--- src/rtl/uart_tx_arbiter.sv ---
// Round-robin arbiter sharing one UART transmitter between NUM_REQ byte producers.
// Optional frame locking is enabled by defining UART_ARB_FRAME_EN.
module uart_tx_arbiter #(
   parameter int NUM_REQ        = 4,
   parameter int TIMEOUT_CYCLES = 1024
) (
   input  logic                       clk,
   input  logic                       rstN,
   input  logic [NUM_REQ-1:0]         reqValid,
   input  logic [8*NUM_REQ-1:0]       reqData,
   input  logic [NUM_REQ-1:0]         reqLast,
   output logic [NUM_REQ-1:0]         reqReady,
   output logic [7:0]                 txData,
   output logic                       txStart,
   input  logic                       txIdle,
   output logic [$clog2(NUM_REQ)-1:0] grantId,
   output logic                       busy,
   output logic                       timeoutErr
);

   localparam int ID_W  = $clog2(NUM_REQ);
   localparam int CNT_W = (TIMEOUT_CYCLES > 2) ? $clog2(TIMEOUT_CYCLES) : 1;

   typedef enum logic [1:0] {IDLE, LAUNCH, WAIT_DONE} state_t;

   state_t            state_q, state_d;
   logic [ID_W-1:0]   rrPtr_q, rrPtr_d;
   logic [ID_W-1:0]   grantId_q, grantId_d;
   logic [7:0]        txData_q, txData_d;
   logic              txStart_q, txStart_d;
   logic              timeoutErr_q, timeoutErr_d;
   logic [CNT_W-1:0]  cnt_q, cnt_d;

   logic [NUM_REQ-1:0] candMask;
   logic [ID_W:0]      idx;
   logic [ID_W-1:0]    winner;
   logic               found;
   logic [ID_W-1:0]    nextPtr;

`ifdef UART_ARB_FRAME_EN
   logic lockValid_q, lockValid_d;
`else
   logic unusedLast;
   assign unusedLast = ^reqLast;
`endif

   assign nextPtr = (grantId_q == ID_W'(NUM_REQ-1)) ? '0 : grantId_q + 1'b1;

   // Rotating priority search starting at rrPtr; explicit wrap covers non power-of-2 counts.
   always_comb begin
      candMask = reqValid;
`ifdef UART_ARB_FRAME_EN
      if (lockValid_q) candMask = reqValid & (NUM_REQ'(1) << grantId_q);
`endif
      found  = 1'b0;
      winner = '0;
      idx    = '0;
      for (int k = 0; k < NUM_REQ; k++) begin
         idx = {1'b0, rrPtr_q} + (ID_W+1)'(k);
         if (idx >= (ID_W+1)'(NUM_REQ)) idx = idx - (ID_W+1)'(NUM_REQ);
         if (!found && candMask[idx[ID_W-1:0]]) begin
            found  = 1'b1;
            winner = idx[ID_W-1:0];
         end
      end
   end

   always_comb begin
      reqReady = '0;
      if (rstN && state_q == IDLE && txIdle && found) reqReady = NUM_REQ'(1) << winner;
   end

   always_comb begin
      state_d      = state_q;
      rrPtr_d      = rrPtr_q;
      grantId_d    = grantId_q;
      txData_d     = txData_q;
      txStart_d    = txStart_q;
      timeoutErr_d = 1'b0;
      cnt_d        = cnt_q;
`ifdef UART_ARB_FRAME_EN
      lockValid_d  = lockValid_q;
`endif
      case (state_q)
         IDLE: begin
            if (txIdle && found) begin
               txData_d  = reqData[{winner, 3'b000} +: 8];
               grantId_d = winner;
               txStart_d = 1'b1;
               cnt_d     = '0;
               state_d   = LAUNCH;
`ifdef UART_ARB_FRAME_EN
               lockValid_d = !reqLast[winner];
`endif
            end
         end
         LAUNCH: begin
            if (!txIdle) begin
               txStart_d = 1'b0;
               state_d   = WAIT_DONE;
            end else if (cnt_q == CNT_W'(TIMEOUT_CYCLES-1)) begin
               txStart_d    = 1'b0;
               timeoutErr_d = 1'b1;
               state_d      = IDLE;
               rrPtr_d      = nextPtr;
`ifdef UART_ARB_FRAME_EN
               lockValid_d  = 1'b0;
`endif
            end else begin
               cnt_d = cnt_q + 1'b1;
            end
         end
         WAIT_DONE: begin
            if (txIdle) begin
               state_d = IDLE;
`ifdef UART_ARB_FRAME_EN
               // A held lock keeps the pointer parked on the framing requester.
               if (!lockValid_q) rrPtr_d = nextPtr;
`else
               rrPtr_d = nextPtr;
`endif
            end
         end
         default: state_d = IDLE;
      endcase
   end

   always_ff @(posedge clk) begin
      if (!rstN) begin
         state_q      <= IDLE;
         rrPtr_q      <= '0;
         grantId_q    <= '0;
         txData_q     <= '0;
         txStart_q    <= 1'b0;
         timeoutErr_q <= 1'b0;
         cnt_q        <= '0;
`ifdef UART_ARB_FRAME_EN
         lockValid_q  <= 1'b0;
`endif
      end else begin
         state_q      <= state_d;
         rrPtr_q      <= rrPtr_d;
         grantId_q    <= grantId_d;
         txData_q     <= txData_d;
         txStart_q    <= txStart_d;
         timeoutErr_q <= timeoutErr_d;
         cnt_q        <= cnt_d;
`ifdef UART_ARB_FRAME_EN
         lockValid_q  <= lockValid_d;
`endif
      end
   end

   assign txData     = txData_q;
   assign txStart    = txStart_q;
   assign grantId    = grantId_q;
   assign busy       = (state_q != IDLE);
   assign timeoutErr = timeoutErr_q;

endmodule

--- config.mk ---
export PLATFORM = sky130hd
export DESIGN_NAME = uart_tx_arbiter
export DESIGN_NICKNAME = d
export VERILOG_FILES = /design/src/rtl/uart_tx_arbiter.sv
export SDC_FILE = /design/constraint.sdc
export NUM_CORES = 1
export LEC_CHECK = 0
export BUFFER_PORTS_ARGS = -buffer_cell sky130_fd_sc_hd__buf_2
export CORE_MARGIN = 2
export CORE_UTILIZATION = 35
export DETAILED_ROUTE_END_ITERATION = 7
export PLACE_DENSITY = 0.58
export SLEW_MARGIN = 30
export SYNTH_ARGS = -nofsm -noshare
export SYNTH_HDL_FRONTEND = slang
export SYNTH_SLANG_ARGS = --single-unit
--- constraint.sdc ---
create_clock -name clk -period 3 [get_ports clk]
set_clock_uncertainty 0.2 [all_clocks]
set_input_delay 0.15 -clock clk [delete_from_list [all_inputs] [get_ports clk]]
set_output_delay 0.15 -clock clk [all_outputs]
set_load 0.03 [all_outputs]
After elaboration in Yosys (flattened, before gate mapping)
Cells that the tools add are included.

cells by class
  equality and inequality tests = 10
  muxes and demuxes = 40
  $add $sub $neg = 9
  order comparisons = 8
  shifts and indexed selects = 2
  reductions and logical operators = 20

operator list
  kind                                                                          count
  2-bit 2-to-1 mux                                                              16
  32-bit by 6-bit variable part select with 8-bit output                        1
  10-bit 2-to-1 mux                                                             3
  10-bit case mux with 2 select lines                                           1
  2-bit by 3-bit less-than comparator with 1-bit output, second input constant  4
  1-bit 2-to-1 mux                                                              12
  10-bit by 1-bit adder with 10-bit output, second input constant               1
  10-bit == test, second input constant                                         1
  3-bit >= comparator, second input constant                                    3
  3-bit AND reduction                                                           3
  1-bit binary-select mux with 2-bit select                                     4
  2-bit != test, second input constant                                          4
  4-bit AND reduction                                                           2
  2-bit by 1-bit subtractor with 2-bit output, second input constant            4
  1-bit logical AND                                                             7
  2-bit by 2-bit adder with 3-bit output, second input constant                 2
  2-bit case mux with 3 select lines                                            1
  2-bit nonzero test                                                            3
  2-bit == test, second input constant                                          2
  4-bit 2-to-1 mux                                                              1
  2-bit case mux with 2 select lines                                            1
  1-bit by 2-bit left shift with 4-bit output, first input constant             1
  2-bit by 1-bit adder with 3-bit output, second input constant                 1
  2-bit by 3-bit >= comparator with 1-bit output, second input constant         1
  other kinds (8)                                                               10

storage, ports and cells
  flip-flop bits (word level) = 26
  word-level logic and storage cells = 96

Depth between registers and ports, before layout
  depth in word-level cells = 17
  mapped depth = 7

Least setup slack after synthesis
No wires, ideal clock.

  path type = register -> output
  start point = register rrPtr_q[1]
  end point = output port reqReady[1]
  path slack = 1,100 ps
  path buffers = 0
  cell stages (with the launch flop) = 6
  arrival = 1,550 ps
  data required time = 2,650 ps
  cells stage by stage = dfxtp_1 -> mux2i_1 -> nor2_1 -> nor3_1 -> nand3_2 -> nor2_1

on the way
  longest elaborated chain between the ends = 16
  elaborated cells on any way between the ends = 40
  those cells by class = add/sub: 7; order compare: 4; shift: 1; mux: 21; reduce/logical: 7

RTL lines
  element                                                                          line  source
  start: declaration                                                               27    logic [ID_W-1:0] rrPtr_q, rrPtr_d;
  start signal: assignment                                                         142   rrPtr_q <= rrPtr_d;
  branches (longest 15 deep; another with 2-bit by 1-bit adder with 3-bit output)  n/a
  4-bit 2-to-1 mux (*)                                                             70    if (rstN && state_q == IDLE && txIdle && found) reqReady = NUM_REQ'(1) << winner;
  end: declaration                                                                 12    output logic [NUM_REQ-1:0] reqReady,

Every way passes the cells marked *. The select of a mux whose other input is x is not followed.

Worst setup path in the final report
  start point = register rrPtr_q[0]
  end point = register txData_q[6] (netlist: txData[6])

on the way
  longest elaborated chain between the ends = 16
  elaborated cells on any way between the ends = 40
  those cells by class = add/sub: 7; order compare: 4; shift: 1; mux: 20; reduce/logical: 8

RTL lines
  element                                                                          line  source
  branches (longest 16 deep; another with 2-bit by 1-bit adder with 3-bit output)  n/a
  end signal: assignment                                                           144   txData_q <= txData_d;
  end: declaration                                                                 29    logic [7:0] txData_q, txData_d;

Several ways; the timed one is not identified. The select of a mux whose other input is x is not followed.
A chain may end at the register's enable or synchronous reset.

==> flow_metrics.py <==
metrics = {
    "drt": {
        "drt_iter0_markers": 58,
        "post_drt_wl_per_cell_um": 12.2,
        "viasPerCell": 4.97,
        "wirelength_um": 3360,
        "first_pass_iters": 4,
        "vias": 1372,
        "drcViolationCount": 0,
        "postRouteAntennaNets": 0,
    },
    "timing": {
        "fin_crit_ps": 2770,
        "hold_ws_ps": 0.812,
        "worstMarginPinSlew_ps": 570,
        "drv_slew": 0,
        "hold_viol_final": 0,
        "finalSetupTns_ps": 0,
        "slew_headroom_pct": 61.9,
        "finalCritPeriodShare_pct": 92.4,
        "rsz0062_at_grt": "no",
        "clock.fmax_mhz": 361,
        "setup_viol": 0,
    },
    "setup_path": {
        "crit_top_cell": "dlygate4sd3_1",
        "slowest_stage": "dlygate4sd3_1",
        "worstPathCellList": "inv_1 > a21oi_1 > a2bb2oi_2 > buf_6 > mux2i_1 > dlygate4sd3_1 > o221ai_1 > dlygate4sd3_1",
        "critPathLaunch": "rrPtr_q[0]",
        "endpoint_kind": "register",
        "cp_slowest_stage_delay_ps": 570,
        "crit_fanout": 20,
        "crit_required_ps": 2960,
        "worstSetupStartpointType": "register",
        "critical_path_class": "register to register",
        "reg2reg_from": "rrPtr_q[0]",
        "worstPathArrival_ps": 2730,
    },
    "grt": {
        "grt_max_degree": 21,
        "grt_pass1_vias": 1211,
        "grt_pass1_wl_um": 5350,
        "antenna_found_initial": 0,
        "gr-usage-all-layers_pct": 15.1,
        "grt_remaining_overflow": 0,
    },
    "synth": {
        "synthArstFlopShare_pct": 0,
        "ys_warn_count": 0,
        "synth.avg_cell_area_um2": 8.86,
        "syn_nets": 205,
        "synth.distinct_cells": 38,
        "syn-cell-area_mm2": 0.00142,
        "seq_area_frac_synth_pct": 36.7,
        "ys_ff_latch": 26,
        "synth_edf_count": 0,
        "synthCells": 160,
        "synth_flop_cell": "dfxtp_1",
    },
    "clocking": {
        "cts_made_buffers": 3,
        "clk_latency_ps": 260,
        "cts_tree": "yes",
        "cts.sinks": 26,
        "clk_path_buf_depth": 2,
        "root_buffer": "clkbuf_8",
        "h-tree-depth": 1,
        "cts.clk_slew.worst_paths_ps": 90,
        "cts_setup_buffers": 0,
    },
    "floorplan": {
        "die_x_um": 67.6,
        "die_h_um": 67.6,
        "rows": 23,
        "ioPinCount": 60,
        "core_area_mm2": 0.00394,
        "start_util_pct": 36.0,
        "dieArea_mm2": 0.00458,
    },
    "cells_and_area": {
        "fillCellCount": 394,
        "area_growth_pct": 34.5,
        "layout.nets": 272,
        "final_cells": 276,
        "drive_above_1_share_pct": 30.5,
        "diodes": 0,
    },
    "place": {
        "dpl.hpwl_um": 2490,
        "place_congestion": 0.733,
        "post-place-cells": 260,
        "placement.io_buffers": 55,
    },
    "power_and_ir_drop": {
        "leakagePower_nw": 0.820,
        "irDropWorstVdd_mv": 0.281,
        "powerDensity_mw_per_mm2": 396,
    },
    "hold_path": {
        "hold_start": "reqData[29]",
        "min_path_type": "input pin to register",
    },
    "outcome": {
        "status": "complete, no violations",
    },
    "job": {
        "maxCapViolations": 0,
    },
}
-- what timing repair did --
item                                   CTS  global route
gates resized for setup                  0             1
setup endpoints to repair                0             1
endpoints found under the hold margin    7             0
hold buffers                            12             0
-- state kept, by name, summed over array words and instances, names as in the netlist --
register and count:
grantId 2, state_q 2, txData 8, rrPtr_q 2
timeoutErr 1, cnt_q 10, txStart 1
-- path summary, 6_finish.rpt --
check | endpoint | slack (ps) | depth (start not counted)
worst min register to register | txData[5] | 270 | 2
worst min-delay path | txData[5] | 0.8 | 3
worst max register to register | txData[6] | 230 | 8
worst max-delay path | txData[6] | 230 | 8
-- critical path, delay by kind of cell (launching register included) --
kind	cells	cell delay, ps
buffers and inverters	4	1440
muxes	1	220
DFF	1	370
AOI/OAI and AO/OA	3	440
-- cells in the final DEF, fill, tap and decap left out, types with 2 or more instances in the layout --
cell           count
nor3_1             5
inv_1              4
nor3b_1            2
dfxtp_1           26
nor2_1            16
xnor2_1            7
nor2b_1            6
buf_2             55
nor4_1             4
a21oi_1            3
dlygate4sd3_1     12
ha_1               2
or3_1              2
a21boi_0           3
o221ai_1           8
nand3_1            5
mux2i_1           20
or2_2              2
o21ai_0            5
clkbuf_8           4
and3_1             2
nand2_1           16
-- cells in the mapped netlist, types with 3 or more instances --
library cell	number	area share (%)
a21boi_0	3	1.6
a21oi_1	3	1.1
buf_2	3	1.1
dfxtp_1	26	37
inv_1	4	1.1
mux2i_1	20	14
nand2_1	16	4.2
nand3_1	5	1.8
nor2_1	16	4.2
nor2b_1	6	2.6
nor3_1	5	1.8
nor4_1	4	1.8
o21ai_0	5	1.8
o221ai_1	8	4.9
xnor2_1	7	4.3
-- cell families (layout without fill, tap and decap cells) --
logic type,count (synthesis),count (layout),synth area share (%)
buffers and inverters,11,77,4.50
flip-flops,26,26,36.7
AO/OA/AOI/OAI,25,25,12.7
multiplexers,20,20,14.1
AND/OR/NAND/NOR,69,69,25.9
XOR/XNOR,7,7,4.32
adder cells (fa/ha/maj),2,2,1.76
-- stage by stage --
step / util [%] / cell area, um2 / total power [mW] / setup slack, ps
floorplan: - / 1420 / 0.474 / 1100
global placement: 43.8 / 1730 / 0.522 / 896
detailed placement: 43.8 / 1730 / 0.524 / 878
CTS: 48.3 / 1900 / 0.765 / 196
global route: 48.4 / 1910 / 0.795 / 48.4
finish: 48.4 / 1910 / 0.755 / 227
-- layout make-up --
type	count	area, um2	share of cell area (%)
Sequential cell	26	520	27.3
Tap cell	50	62.6	3.28
Inverter	4	15.0	0.787
Multi-Input combinational cell	123	840	44.0
Timing Repair Buffer	69	414	21.7
Clock buffer	4	55.1	2.89
-- power breakdown --
part	switching (mW)	internal, mW
logic	0.0888	0.0743
clock network	0.107	0.117
registers	0.00881	0.359
total	0.204	0.551
-- metal layers --
metal	vias up	GRT usage, %	wire (um)
li1	706	-	-
met1	634	20.1	1570
met2	30	24.5	1630
met3	2	4.17	138
met4	0	3.06	17
met5	-	0	0
Note: power is estimated with default switching activity, not from simulation.
